===== config.mk =====
export PLATFORM = sky130hd
export DESIGN_NAME = xsz_dnsz_seq
export DESIGN_NICKNAME = d
export VERILOG_FILES = /design/src/rtl/xsz_dnsz_seq.sv
export SDC_FILE = /design/constraint.sdc
export NUM_CORES = 1
export LEC_CHECK = 0
export CORE_ASPECT_RATIO = 1.1
export CORE_UTILIZATION = 50
export CTS_CLUSTER_DIAMETER = 80
export DETAILED_ROUTE_END_ITERATION = 7
export GPL_TIMING_DRIVEN = 0
export PLACE_DENSITY = 0.8
export SYNTH_ARGS = -nofsm -noshare
export SYNTH_HDL_FRONTEND = slang
export SYNTH_SLANG_ARGS = --single-unit

===== constraint.sdc =====
create_clock -name clk -period 2.3 [get_ports clk]
set_clock_uncertainty 0.2 [all_clocks]
set_input_delay 0.46 -clock clk [delete_from_list [all_inputs] [get_ports clk]]
set_output_delay 0.46 -clock clk [all_outputs]
set_load 0.05 [all_outputs]

===== src/rtl/xsz_dnsz_seq.sv =====
// rtl/xsz_dnsz_seq.sv - registered downsizer: one wide beat in, R - start_lane narrow beats out.
module xsz_dnsz_seq #(
  parameter int M  = 3,
  parameter int N  = 2,
  parameter int A  = 19,
  parameter int DI = 64,
  parameter int DO = 32,
  parameter int PI = 102,
  parameter int PO = 66
) (
  input  logic          clk,
  input  logic          rst_n,
  input  logic          vld_s,
  output logic          rdy_s,
  input  logic [PI-1:0] pld_s,
  output logic          vld_m,
  input  logic          rdy_m,
  output logic [PO-1:0] pld_m,
  output logic          lst_m
);

  localparam int SI   = DI / 8;
  localparam int SO   = DO / 8;
  localparam int R    = DI / DO;
  localparam int IDW  = $clog2(N) + $clog2(M);
  localparam int HW   = PI - SI - DI;
  localparam int SIB  = $clog2(SI);
  localparam int SOB  = $clog2(SO);
  localparam int LW   = $clog2(R);
  localparam int AOFF = HW - 1 - IDW;
  localparam int ALSB = PI - IDW - A;

  if (DI <= DO || (DI % DO) != 0 || (R & (R - 1)) != 0 || (DO % 8) != 0 ||
      PO != PI - DI - SI + DO + SO || HW < IDW + A || A < SIB) begin : g_bad_params
    $error("xsz_dnsz_seq: illegal parameter combination");
  end

  typedef enum logic {ST_IDLE, ST_SEND} state_t;

  state_t          r_state;
  logic [LW-1:0]   r_lane;
  logic [HW-1:0]   r_hdr;
  logic [SI-1:0]   r_strb;
  logic [DI-1:0]   r_data;
  logic            r_vld_m;
  logic            r_lst_m;
  logic [PO-1:0]   r_pld_m;

  logic            w_hs_m;
  logic            w_acc;
  logic [HW-1:0]   w_src_hdr;
  logic [SI-1:0]   w_src_strb;
  logic [DI-1:0]   w_src_data;
  logic [LW-1:0]   w_nlane;
  logic            w_first;
  logic [A-1:0]    w_naddr;
  logic [HW-1:0]   w_nhdr;
  logic [PO-1:0]   w_nbeat;
  logic            w_nlst;

  assign w_hs_m = r_vld_m && rdy_m;
  assign rdy_s  = (r_state == ST_IDLE) || (w_hs_m && r_lst_m);
  assign w_acc  = vld_s && rdy_s;

  assign vld_m = r_vld_m;
  assign lst_m = r_lst_m;
  assign pld_m = r_pld_m;

  // Next narrow beat comes from pld_s on accept, otherwise from the held wide beat.
  always_comb begin
    w_src_hdr  = r_hdr;
    w_src_strb = r_strb;
    w_src_data = r_data;
    w_nlane    = r_lane + LW'(1);
    w_first    = 1'b0;
    if (w_acc) begin
      w_src_hdr  = pld_s[PI-1 -: HW];
      w_src_strb = pld_s[DI +: SI];
      w_src_data = pld_s[DI-1:0];
      w_nlane    = pld_s[ALSB + SOB +: LW];
      w_first    = 1'b1;
    end
    w_naddr = w_src_hdr[AOFF -: A];
    w_naddr[SOB +: LW] = w_nlane;
    if (!w_first) begin
      for (int i = 0; i < SOB; i++) w_naddr[i] = 1'b0;
    end
    w_nhdr = w_src_hdr;
    w_nhdr[AOFF -: A] = w_naddr;
    w_nbeat = {w_nhdr, w_src_strb[int'(w_nlane) * SO +: SO],
               w_src_data[int'(w_nlane) * DO +: DO]};
    w_nlst  = (w_nlane == LW'(R - 1));
  end

  always_ff @(posedge clk or negedge rst_n) begin
    if (!rst_n) begin
      r_state <= ST_IDLE;
      r_lane  <= '0;
      r_hdr   <= '0;
      r_strb  <= '0;
      r_data  <= '0;
      r_vld_m <= 1'b0;
      r_lst_m <= 1'b0;
      r_pld_m <= '0;
    end else if (w_acc) begin
      r_hdr   <= w_src_hdr;
      r_strb  <= w_src_strb;
      r_data  <= w_src_data;
      r_lane  <= w_nlane;
      r_state <= ST_SEND;
      r_vld_m <= 1'b1;
      r_pld_m <= w_nbeat;
      r_lst_m <= w_nlst;
    end else if (w_hs_m) begin
      if (r_lst_m) begin
        r_state <= ST_IDLE;
        r_vld_m <= 1'b0;
        r_lst_m <= 1'b0;
      end else begin
        r_lane  <= w_nlane;
        r_pld_m <= w_nbeat;
        r_lst_m <= w_nlst;
      end
    end
  end

endmodule

==> summary.txt, run 1 <==
Final layout
  – Most common cell after layout, fill and taps aside: nand2_1
  – Antenna cells: 0
  – Post-Route Utilization: 0.697
  – Layout area overhead: 35.4%
  – Multi-input combinational cell area: ~3000 µm²
  – Commonest non-fill, non-tap cells in the layout: nand2_1, dfrtp_1, clkdlybuf4s50_1
  – Share of layout cells above drive strength 1: 0.141
  – Fill count: approximately 1100
  – Final nets: approximately 1000
  – Register Area: between 4000 and 5000 µm²

Critical path
  – Crit path arrival time: between 1.5 and 2 ns
  – Worst path slowest cell: clkdlybuf4s50_1
  – Worst path required time: between 1.5 and 2 ns
  – Worst r2r src: lst_m$_DFFE_PN0P_
  – Critical path class: flop to primary output
  – CP endpoint kind: primary output
  – Crit-path cells: clkdlybuf4s50_1
  – Reg-to-reg slack, setup: 0.18 ns
  – Crit path largest cell delay: about 0.83 ns
  – Worst Path Buf+Inv: 1
  – Crit. Startpoint: pld_m[3]$_DFFE_PN0P_
  – Crit-path max FO: 2
  – Critical path launch point type: flop
  – CP top delay family: buffers and inverters

Timing
  – Setup TNS: 0 ns
  – Fin. Hold Viols: 0
  – Pins Over Slew Limit: 0
  – Slew headroom: 0.581
  – F_max: 0.439 GHz
  – Post-layout min period: approximately 2.3 ns
  – WHS: 0.267 ns
  – Slew @ Worst Pin: 0.628 ns
  – Unrepaired setup endpoints after global routing: no
  – Final setup viols: 0
  – Period utilization: 0.990

Pwr
  – Sw power: 6.06 mW
  – Power share of the combinational group: 0.461
  – Sw Share: 0.410
  – Power Dens Cells: between 1000 and 1500 nW/µm²
  – Peak VDD IR: just over 0.9 mV
  – Power, Total: 14.8 mW
  – Leak: around 4.7 nW
  – Clock power share: 0.199
  – Int Power: a little under 9 mW
  – Sequential Power Share: 0.340

Synth
  – Synth area leader: dfrtp_1
  – Mapped cell area: between 7000 and 8000 µm²
  – Synth unique cells: 24
  – Synth top area cells: dfrtp_1, nand2_1, a211oi_1
  – Register area share after synthesis: 0.560
  – Synthesis-stage register bit count: roughly 170
  – Syn_nets: between 800 and 900
  – Synth top area share: 0.560
  – Synth Area per Inst: 10.2 µm²
  – Synth warn: 0
  – Synth Instances: 731

Floorplan
  – Total die area: 15400 µm²
  – Top Ports: ~180
  – Die Span Y: about 130 µm
  – Row count: 46
  – Core box area: ~15000 µm²
  – Initial Util: 0.515
  – Die W: between 100 and 150 µm

Routing
  – Residual DRC: 0
  – DR vias/cell: between 5 and 6
  – Final WL: ~19 mm
  – Detailed-route wire length per cell: 17.1 µm
  – Vias: about 6000
  – Initial DRC count: ~450
  – Routed Antenna Nets: 0
  – Pre-antenna DRT Iters: 7

GRT
  – Initial antenna violation count: 0
  – First-pass GRT wire length: around 31 mm
  – Gr usage total: 0.265
  – Grt ovf: 0
  – Vias in the first global route: 6142
  – Largest net degree at the start of global routing: 96

Clock tree
  – Clk sinks: roughly 170
  – TritonCTS buffer count: 17
  – Clock root buffer: clkbuf_16
  – Htree depth: 4
  – Max Buffers Root-to-Sink: 2
  – Worst-path clk slew: ~0.060 ns
  – Clk_lat worst skew: 0.43 ns
  – CTS tree: built

Outcome
  – Status: complete, no violations

Place
  – Post-DP HPWL: between 10 and 15 mm
  – Placer Congestion: ~0.79
  – Input/output buffers: between 150 and 200

Min path
  – Hold path start: r_data[46]$_DFFE_PN0P_
  – Worst Hold Class: flop to flop

Job
  – Max Cap Viol: 0
-- worst min-delay path, stage by stage, from the launching register on --
cell and delay, ns:
dfrtp_1 0.33, nand2_1 0.05, nand2_1 0.06
-- per-stage QoR --
stage          worst slack, ns  std cells  cell area, µm²
3_3_place_gp             -6.25       1096            9440
4_1_cts                0.00493       1130           10100
2_1_floorplan           0.0133        731            7470
5_1_grt               0.000488       1130           10100
6_report                0.0234       1130           10100
3_5_place_dp            -0.393       1097            9470
-- power groups by stage --
stage | Clock, mW | Sequential (mW) | Combinational [mW]
6_report | 2.95 | 5.02 | 6.82
5_1_grt | 3.09 | 5.18 | 7.30
4_1_cts | 2.97 | 5.02 | 6.85
3_5_place_dp | 0 | 5.06 | 6.85
3_3_place_gp | 0 | 5.01 | 6.74
2_1_floorplan | 0 | 6.87 | 2.77
-- area by class of cell --
type,instances,area share
flip-flops and latches,167,0.413
inverters,1,0.000371
plain buffers,56,0.0313
multi-input cells,507,0.294
repair buffers,175,0.177
clock buffers,22,0.0459
well taps,192,0.0238
clock inverters,10,0.0144
-- synth_stat cells (all sizes together) --
| master | number |
|---|---|
| a211oi | 72 |
| a21bo | 1 |
| a21oi | 1 |
| a22oi | 1 |
| and2 | 1 |
| and2b | 1 |
| buf | 43 |
| clkbuf | 13 |
| dfrtp | 167 |
| inv | 1 |
| mux2 | 54 |
| mux2i | 1 |
| nand2 | 260 |
| nand2b | 1 |
| nor2 | 2 |
| nor2b | 72 |
| o21ai | 2 |
| o22ai | 1 |
| o31ai | 37 |
-- kinds of logic (layout without fill, tap and decap cells) --
group                  count (synthesis)  after routing  share of synthesized area
and+or+nand+nor                      337            337                      0.195
DFF                                  167            167                      0.560
AOI/OAI and AO/OA                    115            115                      0.116
buffers and inverters                 57            264                     0.0417
muxes                                 55             55                     0.0878
-- repair_timing --
item,CTS,global route
setup endpoints to repair,23,24
gates resized for setup,15,16
cloned,0,0
hold buffers,1,0
pin swaps,0,0
buffers inserted,0,0
endpoints found under the hold margin,72,0
-- state kept, by name, summed over array words and instances, names as in the netlist --
signal,cells
r_hdr,27
pld_m,66
r_strb,8
lst_m,1
r_data,64
vld_m,1
-- layer usage --
layer | vias to the layer above | wire length [µm] | GRT usage
met4 | 0 | 497 | 0.122
li1 | 2849 | - | -
met3 | 43 | 1220 | 0.0673
met1 | 2911 | 8250 | 0.332
met2 | 228 | 9390 | 0.436
met5 | - | 0 | 0
-- path summary, 6_finish.rpt --
check                      depth (start not counted)                endpoint
max reg2reg                                        6   pld_m[18]$_DFFE_PN0P_
min reg2reg                                        2  r_data[46]$_DFFE_PN0P_
min                                                2  r_data[46]$_DFFE_PN0P_
min in group asynchronous                          2   pld_m[54]$_DFFE_PN0P_
max in group asynchronous                          3  r_data[31]$_DFFE_PN0P_
max                                                1                pld_m[3]
Note: power is estimated with default switching activity, not from simulation.
==> run 2, diff against run 1 <==
--- a/config.mk
+++ b/config.mk
@@ -8,9 +8,11 @@
 export CORE_ASPECT_RATIO = 1.1
 export CORE_UTILIZATION = 50
 export CTS_CLUSTER_DIAMETER = 80
+export CTS_CLUSTER_SIZE = 12
 export DETAILED_ROUTE_END_ITERATION = 7
 export GPL_TIMING_DRIVEN = 0
 export PLACE_DENSITY = 0.8
+export REMOVE_ABC_BUFFERS = 1
 export SYNTH_ARGS = -nofsm -noshare
 export SYNTH_HDL_FRONTEND = slang
 export SYNTH_SLANG_ARGS = --single-unit
==> run 2 against run 1 <==
Register-to-register slack gained 0.08 ns. Hold slack lost 0.00061 ns. Cell area decreased by 0.52%. Sequential share of layout area up 0.25 points. Sequential power increased by 0.8%. Largest cell class unchanged.
==> summary.txt, run 2 (same netlist as run 1, synthesis figures left out) <==
Floorplan
  – Top Ports: roughly 180
  – Die W: roughly 120 µm
  – Die Span Y: ~130 µm
  – Core box area: 14500 µm²
  – Row count: 46
  – Initial Util: 0.515
  – Total die area: between 15000 and 20000 µm²

Pwr
  – Clock power share: 0.194
  – Power share of the combinational group: 0.460
  – Sw power: 6.00 mW
  – Power, Total: about 15 mW
  – Power Dens Cells: around 1500 nW/µm²
  – Int Power: ~8.6 mW
  – Peak VDD IR: a little under 1 mV
  – Sw Share: 0.411
  – Leak: between 4 and 5 nW
  – Sequential Power Share: 0.346

Routing
  – Detailed-route wire length per cell: 15.9 µm
  – Pre-antenna DRT Iters: 4
  – Routed Antenna Nets: 0
  – Initial DRC count: ~300
  – Vias: ~5800
  – Final WL: 17.4 mm
  – Residual DRC: 0
  – DR vias/cell: between 5 and 6

Outcome
  – Status: complete, no violations

Critical path
  – Critical path launch point type: flop
  – Crit-path max FO: 2
  – Critical path class: flop to primary output
  – Worst path required time: 1.64 ns
  – Crit path arrival time: 1.60 ns
  – Worst Path Buf+Inv: 1
  – CP top delay family: buffers and inverters
  – Crit path largest cell delay: slightly above 0.8 ns
  – Crit-path cells: clkdlybuf4s50_1
  – CP endpoint kind: primary output
  – Worst path slowest cell: clkdlybuf4s50_1

Timing
  – F_max: between 0.4 and 0.5 GHz
  – Period utilization: 0.984
  – Final setup viols: 0
  – Slew headroom: 0.444
  – Setup TNS: 0 ns
  – Fin. Hold Viols: 0
  – Unrepaired setup endpoints after global routing: no
  – Pins Over Slew Limit: 0
  – Setup WS post-layout: between 0.03 and 0.04 ns
  – WHS: 0.266 ns
  – Slew @ Worst Pin: ~0.83 ns
  – Post-layout min period: roughly 2.3 ns

Final layout
  – Fill count: ~1100
  – Share of layout cells above drive strength 1: 0.126
  – Final nets: about 990
  – Most common cell after layout, fill and taps aside: nand2_1
  – Antenna cells: 0
  – Commonest non-fill, non-tap cells in the layout: nand2_1, dfrtp_1, clkdlybuf4s50_1
  – Layout area overhead: 34.7%
  – Post-Route Utilization: 0.693
  – Max reg flops: 66

GRT
  – Largest net degree at the start of global routing: about 120
  – Vias in the first global route: between 5000 and 6000
  – Gr usage total: 0.237
  – First-pass GRT wire length: ~28 mm
  – Grt ovf: 0
  – Initial antenna violation count: 0

Place
  – Input/output buffers: about 170
  – Post-DP HPWL: about 10 mm
  – Placer Congestion: 0.721
  – Pre-CTS WS: -0.690 ns

Clock tree
  – Max Buffers Root-to-Sink: 2
  – Clk sinks: roughly 170
  – Clock root buffer: clkbuf_16
  – TritonCTS buffer count: 17
  – Htree depth: 4
  – CTS tree: built
  – Clk_lat worst skew: around 0.42 ns
  – Worst-path clk slew: about 0.07 ns

Job
  – Max Cap Viol: 0

Min path
  – Worst Hold Class: flop to flop
## run 2: cell types whose count changed in the layout (fill, tap and decap cells not counted), moves of 3 or more
cell	previous run	this run
buf_2	24	1
inv_6	1	5
clkbuf_2	4	0
dlygate4sd2_1	9	3
clkbuf_1	13	0
buf_4	13	4
clkdlybuf4s50_1	153	156
buf_6	3	0
buf_12	0	4
## run 2: metal layers
layer | GRT usage | routed length, µm | vias up
met1 | 0.300 | 7360 | 2790
met5 | 0 | 0 | -
met4 | 0.0879 | 307 | 0
met3 | 0.0559 | 1130 | 21
li1 | - | - | 2782
met2 | 0.401 | 8570 | 160
## run 2: what timing repair did
action | CTS | global route
setup buffers | 3 | 1
pin swaps | 4 | 0
resized for setup | 13 | 13
setup endpoints to repair | 53 | 53
hold buffers | 1 | 0
cloned | 5 | 0
hold endpoints to repair | 46 | 0
## run 2: worst paths after layout
kind,startpoint,end,slack (ns),depth (start not counted)
max,pld_m[28]$_DFFE_PN0P_,pld_m[28],0.04,1
min,r_strb[5]$_DFFE_PN0P_,r_strb[5]$_DFFE_PN0P_,0.27,2
max reg2reg,lst_m$_DFFE_PN0P_,r_data[15]$_DFFE_PN0P_,0.26,5
min reg2reg,r_strb[5]$_DFFE_PN0P_,r_strb[5]$_DFFE_PN0P_,0.27,2
max in group asynchronous,rst_n,pld_m[46]$_DFFE_PN0P_,0.62,3
min in group asynchronous,rst_n,vld_m$_DFFE_PN0P_,0.32,2
## run 2: per-stage QoR
| stage | cell area [µm²] | std cells |
|---|---|---|
| floorplan | 7160 | 675 |
| global placement | 9140 | 1041 |
| detailed placement | 9330 | 1048 |
| CTS | 10000 | 1089 |
| global route | 10100 | 1090 |
| finish | 10100 | 1090 |
## run 2: final cells by class
cell class | instances | area (µm²) | area share
sequential | 167 | 4180 | 0.416
multi-input combinational | 512 | 3070 | 0.305
timing repair buffer | 186 | 1970 | 0.196
clock buffer | 17 | 425 | 0.0423
tap | 192 | 240 | 0.0239
clock inverter | 15 | 166 | 0.0165
inverter | 1 | 3.75 | 0.000373
## run 2: power by group through the flow
stage,logic [mW],clock network (mW),registers [mW]
after floorplan,2.48,0,7.03
after global placement,6.24,0,5.18
after detailed placement,6.54,0,5.12
after CTS,6.71,2.89,5.10
after global routing,7.21,3.00,5.24
final,6.72,2.83,5.06
